File: config.mk
export PLATFORM = sky130hd
export DESIGN_NAME = alu_pipe
export DESIGN_NICKNAME = d
export VERILOG_FILES = /design/src/rtl/alu_pipe.sv
export SDC_FILE = /design/constraint.sdc
export NUM_CORES = 1
export LEC_CHECK = 0
export CAP_MARGIN = 20
export CELL_PAD_IN_SITES_DETAIL_PLACEMENT = 0
export CELL_PAD_IN_SITES_GLOBAL_PLACEMENT = 2
export CORE_UTILIZATION = 34
export DETAILED_ROUTE_END_ITERATION = 16
export PLACE_DENSITY = 0.82
export SYNTH_ARGS = -nofsm -noshare
export SYNTH_HDL_FRONTEND = slang
export SYNTH_SLANG_ARGS = --single-unit
File: constraint.sdc
create_clock -name clk -period 3.9 [get_ports clk]
set_input_delay 0.78 -clock clk [delete_from_list [all_inputs] [get_ports clk]]
set_output_delay 0.78 -clock clk [all_outputs]
set_load 0.005 [all_outputs]
File: src/rtl/alu_pipe.sv
// alu_pipe: two-stage valid/ready ALU with accumulator forwarding, flags and consumed-result counter
module alu_pipe #(
   parameter int WIDTH = 4,
   parameter int CNT_W = 8
) (
   input  logic             clk,
   input  logic             rst,
   input  logic             in_valid,
   output logic             in_ready,
   input  logic [WIDTH-1:0] a,
   input  logic [WIDTH-1:0] b,
   input  logic [2:0]       sel,
   input  logic             use_acc,
   output logic             out_valid,
   input  logic             out_ready,
   output logic [WIDTH-1:0] result,
   output logic             carry,
   output logic             zero,
   output logic             neg,
   output logic             ovf,
   output logic [CNT_W-1:0] op_count
);
   localparam int SW = (WIDTH > 1) ? $clog2(WIDTH) : 1;
   logic             s1_valid, s1_use_acc, s1_load, s2_load, c, v;
   logic [2:0]       s1_sel;
   logic [WIDTH-1:0] s1_a, s1_b, acc, opa, res;
   logic [SW-1:0]    sh;
   assign s2_load  = s1_valid && (!out_valid || out_ready);
   assign in_ready = !s1_valid || !out_valid || out_ready;
   assign s1_load  = in_valid && in_ready;
   // compute result and flags from stage-1 contents; accumulator substitutes operand a when requested
   always_comb begin
      opa = s1_use_acc ? acc : s1_a;
      sh  = s1_b[SW-1:0];
      res = '0;
      c   = 1'b0;
      v   = 1'b0;
      case (s1_sel)
         3'd0: begin
            {c, res} = {1'b0, opa} + {1'b0, s1_b};
            v = (opa[WIDTH-1] == s1_b[WIDTH-1]) && (res[WIDTH-1] != opa[WIDTH-1]);
         end
         3'd1: begin
            {c, res} = {1'b0, opa} - {1'b0, s1_b};
            v = (opa[WIDTH-1] != s1_b[WIDTH-1]) && (res[WIDTH-1] != opa[WIDTH-1]);
         end
         3'd2: res = opa & s1_b;
         3'd3: res = opa | s1_b;
         3'd4: res = opa ^ s1_b;
         3'd5: res = ~opa;
         3'd6: {c, res} = {1'b0, opa} << sh;
         default: {res, c} = {opa, 1'b0} >> sh;
      endcase
   end
   // stage 1: capture the offered operation whenever it is accepted
   always_ff @(posedge clk or posedge rst) begin
      if (rst) begin
         s1_valid   <= 1'b0;
         s1_a       <= '0;
         s1_b       <= '0;
         s1_sel     <= '0;
         s1_use_acc <= 1'b0;
      end else begin
         s1_valid <= s1_load ? 1'b1 : s2_load ? 1'b0 : s1_valid;
         if (s1_load) begin
            s1_a       <= a;
            s1_b       <= b;
            s1_sel     <= sel;
            s1_use_acc <= use_acc;
         end
      end
   end
   // stage 2: register result/flags and update accumulator on transfer; hold while stalled
   always_ff @(posedge clk or posedge rst) begin
      if (rst) begin
         out_valid <= 1'b0;
         result    <= '0;
         carry     <= 1'b0;
         zero      <= 1'b0;
         neg       <= 1'b0;
         ovf       <= 1'b0;
         acc       <= '0;
      end else if (s2_load) begin
         out_valid <= 1'b1;
         result    <= res;
         carry     <= c;
         zero      <= (res == '0);
         neg       <= res[WIDTH-1];
         ovf       <= v;
         acc       <= res;
      end else if (out_ready) begin
         out_valid <= 1'b0;
      end
   end
   // count consumed results, wrapping naturally
   always_ff @(posedge clk or posedge rst) begin
      if (rst) op_count <= '0;
      else if (out_valid && out_ready) op_count <= op_count + 1'b1;
   end
endmodule

Word level (Yosys, flattened, before mapping). Cells that the tools add are included.

Register bits: 30. Input port bits: 16. Logic and storage cells: 54. Output and inout port bits: 18.

Mux-type cells: 8. Shifts and indexed selects: 2. $add $sub $neg: 3. Bitwise gates (word level): 4. Reduce and logical (&&, ||, !) cells: 15. Equality and inequality tests: 10.

Operators with widths (count): $pmux 4 s7 (1); $eq 3x3->1 const B (3); $add 8x1->8 const B (1); $eq 3x2->1 const B (2); $add 4x4->5 (1); $logic_and 1x1->1 (5); $shl 4x2->5 (1); $shr 5x2->5 (1); $sub 4x4->5 (1); $and 4x4->4 (1); $logic_not 4->1 (1); $mux 1 (4); $mux 4 (1); $not 4->4 (1); $or 4x4->4 (1); $pmux 1 s4 (1); $reduce_bool 2->1 (2); $reduce_or 4->1 (1); $xor 4x4->4 (1); $eq 3x1->1 const B (1); $logic_not 3->1 (1); $logic_or 1x1->1 (3); $ne 1x1->1 (3); $logic_not 1->1 (2); other kinds (2) (2).

Longest topological paths before layout.
Depth after elaboration: 5. Gate-level depth with buffers: 11. Mapped depth without buffers: 10.

Least setup slack after synthesis. OpenSTA, ideal clock, no wires.

Kind: reg-to-reg. Start: register s1_use_acc. End: register zero. Path buffers: 1. Required time: 3.797 ns. Stages on the path, launching flop included: 10. Arrival time: 2.802 ns. Path slack: 0.994 ns. Library setup time: 0.103 ns. Clock period less this slack: 2.906 ns. Cells stage by stage: dfrtp_1 buf_6 mux2i_1 inv_1 ha_1 a21o_1 a211o_1 and4_1 or4_4 o41ai_2.

Longest elaborated chain between the ends: 4. Elaborated cells between the ends (all ways): 11. Classes of those cells: add/sub: 2; shift: 2; mux: 2; bitwise: 4; reduce/logical: 1.

Ends and longest elaborated chain: start, declared (line 24) `logic s1_valid, s1_use_acc, s1_load, s2_load, c, v;`; start signal, assigned (line 69) `s1_use_acc <= use_acc;`; $mux 4 (*) (line 33) `opa = s1_use_acc ? acc : s1_a;`; $sub 4x4->5, or another cell as far along (line 44) `{c, res} = {1'b0, opa} - {1'b0, s1_b};`; $pmux 4 s7 (*) (line 38) `case (s1_sel)`; $logic_not 4->1 (*) (line 87) `zero <= (res == '0);`; end signal, assigned (line 87); end, declared (line 18) `output logic zero,`.

Mark *: on every way between the ends. The rest lies on a longest branch, timed or not. A chain may end at the register's enable or synchronous reset.

Worst setup path after layout.
Start: register acc[1]. End: register zero.

Longest elaborated chain between the ends: 4. Elaborated cells between the ends (all ways): 11. Classes of those cells: add/sub: 2; shift: 2; mux: 2; bitwise: 4; reduce/logical: 1.

Ends and longest elaborated chain: start, declared (line 26) `logic [WIDTH-1:0] s1_a, s1_b, acc, opa, res;`; start signal, assigned (line 90) `acc <= res;`; $mux 4 (*) (line 33); $sub 4x4->5, or another cell as far along (line 44); $pmux 4 s7 (*) (line 38); $logic_not 4->1 (*) (line 87).

Marks and branches as above.

==> results.sh <==
export IMPL_leakage_nw=1.128
export IMPL_slew_limit_headroom_pct=57.32
export IMPL_worstMarginPinSlew_ns=0.6315
export IMPL_synthesis_nets=246
export IMPL_cts_resized_gates=0
export IMPL_drtIter0Drc=117
export IMPL_synth_flop_cell="sky130_fd_sc_hd__dfrtp_1"
export IMPL_critical_path_endpoint_type="register"
export IMPL_critical_path_max_stage_delay_ns=0.55
export IMPL_syn_to_final_growth_pct=24.46
export IMPL_grt_setup_unrepaired="false"
export IMPL_post_cts_setup_buffer_count=0
export IMPL_first_global_vias=1720
export IMPL_final_design_area_no_fill_um2=2616
export IMPL_post_synth_instance_area_um2=2102
export IMPL_wl_per_cell_um=15.98
export IMPL_asyncSetResetFlopFracSynth_pct=100.0
export IMPL_layout_worst_path_cycle_share_pct=78.23
export IMPL_layout_filler_cells=594
export IMPL_clk_pin_slew_worst_setup_hold_paths_ns=0.07
export IMPL_multi_input_area_um2=1256
export IMPL_design_final_nets=281
export IMPL_synth_seq_area_share_pct=34.52
export IMPL_global_route_wire_length_before_repair_um=8576
export IMPL_groute_usage_overall_pct=17.76
export IMPL_cts_hold_buffers=0
export IMPL_layout_common_cells="sky130_fd_sc_hd__clkdlybuf4s50_1, sky130_fd_sc_hd__dfrtp_1, sky130_fd_sc_hd__nand2_1"
export IMPL_synthCells=212
export IMPL_post_route_min_period_ns=3.051
export IMPL_start_to_end_type_of_the_worst_setup_path="reg -> reg"
export IMPL_cts_buf_count=5
export IMPL_cts_tree="done"
export IMPL_synth_yosys_warnings=0
export IMPL_fmaxAchievable_mhz=327.8
export IMPL_worst_path_max_delay_cell="sky130_fd_sc_hd__or4_4"
export IMPL_irDropWorstVdd_v=0.0003206
export IMPL_number_of_cells_on_the_worst_hold_path=1
export IMPL_clk_insertion_delay_late_ns=0.28
export IMPL_num_vias=1699
export IMPL_power_density_nw_per_um2=567.2
export IMPL_yosys_register_bits=29
export IMPL_layout_cells_non_filler=323
export IMPL_worstPathArrival_ns=3.24
export IMPL_critPathRequiredTime_ns=4.08
export IMPL_place_inst=315
export IMPL_layout_cells_most_common="sky130_fd_sc_hd__clkdlybuf4s50_1"
export IMPL_num_antenna_cells=0
export IMPL_coreArea_um2=5956
export IMPL_synth_edff_count=0
export IMPL_holdCritPathClass="reg -> reg"
export IMPL_skew_ns=0.002422
export IMPL_grt_overflow_total=0
export IMPL_timing_max_cap_violations=0
export IMPL_boundaryPins=34
export IMPL_crit_path_cell_trace="mux2i_1 > inv_1 > ha_1 > a21o_1 > a211o_1 > and4_1 > or4_4 > o41ai_2"
export IMPL_average_cell_area_after_synthesis_um2=9.915
export IMPL_status="finished clean"
export IMPL_top_fanout_value_on_the_critical_path=7
export IMPL_yosysUniqueCellTypes=52
export IMPL_rows=28
export IMPL_finalWirelength_um=5162
export IMPL_grt_antenna_before_repair=0
export IMPL_seq_area_um2=725.7
export IMPL_design_die_area_um2=6501
export IMPL_worstPathBufferInverterCount=1
export IMPL_cts_max_path_buffers=2
export IMPL_final_max_slew_viol_count=0
export IMPL_grt_max_degree=24
export IMPL_worst_r2r_cell_count=8
export IMPL_numClockSinks=29
export IMPL_share_of_final_layout_standard_cells_stronger_than_drive_strength_1_pct=14.92
export IMPL_final_hold_violation_count=0
export IMPL_cp_num_cells=8
export IMPL_start_util_pct=35.29
export IMPL_critical_path_startpoint_type="register"
export IMPL_die_width_um=80.63
export IMPL_fin_setup_tns_ns=0
export IMPL_ant_nets=0
export IMPL_drt_pre_antenna_iters=4
export IMPL_chipHeight_um=80.63
export IMPL_placement_io_buffers=33
export IMPL_setup_violations=0
export IMPL_place_detailed_hpwl_um=4004
export IMPL_gp_congestion=0.8224
export IMPL_cts_root_buf="sky130_fd_sc_hd__clkbuf_8"
export IMPL_routed_via_density=5.260
export IMPL_placedInstanceArea_um2=2530
export IMPL_critical_path_top_delay_family="compound AO/OA/AOI/OAI gates"
export IMPL_number_of_remaining_drc_errors=0
export IMPL_cts_h_tree_lvls=2
synth_stat cells, types with 3 or more instances:
| cell type | n | area share [%] |
|---|---|---|
| sky130_fd_sc_hd__nand3b_1 | 3 | 1.1 |
| sky130_fd_sc_hd__nand3_1 | 7 | 1.7 |
| sky130_fd_sc_hd__mux2_2 | 16 | 8.6 |
| sky130_fd_sc_hd__nand2_1 | 23 | 4.1 |
| sky130_fd_sc_hd__clkbuf_1 | 6 | 1.1 |
| sky130_fd_sc_hd__o21ai_0 | 3 | 0.71 |
| sky130_fd_sc_hd__nor2_1 | 9 | 1.6 |
| sky130_fd_sc_hd__mux2i_1 | 4 | 1.9 |
| sky130_fd_sc_hd__ha_1 | 16 | 9.5 |
| sky130_fd_sc_hd__nand4_1 | 4 | 1.2 |
| sky130_fd_sc_hd__a21oi_1 | 7 | 1.7 |
| sky130_fd_sc_hd__o31ai_1 | 4 | 1.4 |
| sky130_fd_sc_hd__o211ai_1 | 3 | 1.1 |
| sky130_fd_sc_hd__mux4_2 | 3 | 3.2 |
| sky130_fd_sc_hd__nor2b_1 | 3 | 0.89 |
| sky130_fd_sc_hd__xnor2_1 | 4 | 1.7 |
| sky130_fd_sc_hd__xor2_1 | 5 | 2.1 |
| sky130_fd_sc_hd__nor4_1 | 4 | 1.2 |
| sky130_fd_sc_hd__inv_1 | 17 | 3.0 |
| sky130_fd_sc_hd__dfrtp_1 | 29 | 35 |
| sky130_fd_sc_hd__nand2b_1 | 5 | 1.5 |
power breakdown:
part / internal [W] / leakage, nW / switching [W]
clock: 0.000123 / 0.0439 / 0.000119
sequential: 0.000383 / 0.350 / 0.000110
combinational: 0.000390 / 0.734 / 0.000359
worst register-to-register path: stages (launching register included):
cell and delay, ns:
sky130_fd_sc_hd__dfrtp_1 0.42, sky130_fd_sc_hd__mux2i_1 0.50, sky130_fd_sc_hd__inv_1 0.23, sky130_fd_sc_hd__ha_1 0.25, sky130_fd_sc_hd__a21o_1 0.17, sky130_fd_sc_hd__a211o_1 0.30, sky130_fd_sc_hd__and4_1 0.20, sky130_fd_sc_hd__or4_4 0.55
sky130_fd_sc_hd__o41ai_2 0.33
sequential cells by signal, indices dropped and copies added (netlist names), 3 cells and up:
signal	count
acc	3
op_count	8
s1_a	4
s1_b	4
s1_sel	3
area by class of cell:
type                            instances  area share [%]
Multi-Input combinational cell        155           48.02
Clock inverter                          3          0.6695
Tap cell                               75           3.587
Timing Repair Buffer                   37           14.54
Clock buffer                            5           2.630
Sequential cell                        29           27.74
Inverter                               19           2.822
kinds of logic after synthesis:
kind of cell	synth area share, %
XOR/XNOR	3.750
adder cells (fa/ha/maj)	11.43
multiplexers	15.83
flip-flops	34.52
AO/OA/AOI/OAI	11.13
buffers and inverters	5.714
AND/OR/NAND/NOR	17.62
stage by stage:
stage | hold WS [ns] | total power, W | setup slack [ns] | util (%)
global placement | 0.4590 | 0.001245 | 0.9164 | 42.02
global route | 0.5046 | 0.001604 | 0.6121 | 43.93
detailed placement | 0.4711 | 0.001245 | 0.8306 | 42.48
floorplan | 0.4569 | 0.0009517 | 0.9944 | -
finish | 0.4865 | 0.001484 | 0.8490 | 43.93
CTS | 0.4911 | 0.001497 | 0.8329 | 43.93
final timing paths:
| path | start | endpoint | slack (ns) |
|---|---|---|---|
| worst min-delay path | op_count[7]$_DFFE_PP0P_ | op_count[7]$_DFFE_PP0P_ | 0.49 |
| worst max-delay path | acc[1]$_DFFE_PP0P_ | zero$_DFFE_PP0P_ | 0.85 |
| max in group asynchronous | rst | acc[1]$_DFFE_PP0P_ | 2.71 |
| min in group asynchronous | rst | out_valid$_DFFE_PP0P_ | 0.76 |
| worst max register to register | acc[1]$_DFFE_PP0P_ | zero$_DFFE_PP0P_ | 0.85 |
| worst min register to register | op_count[7]$_DFFE_PP0P_ | op_count[7]$_DFFE_PP0P_ | 0.49 |
metal layers:
metal	up-vias	part of all wire, %	track usage (%)
li1	822	-	-
met5	-	0	0
met4	0	1.4	5.893
met3	7	6.2	4.091
met2	57	48	28.64
met1	813	44	23.24
Note: power is estimated with default switching activity, not from simulation.
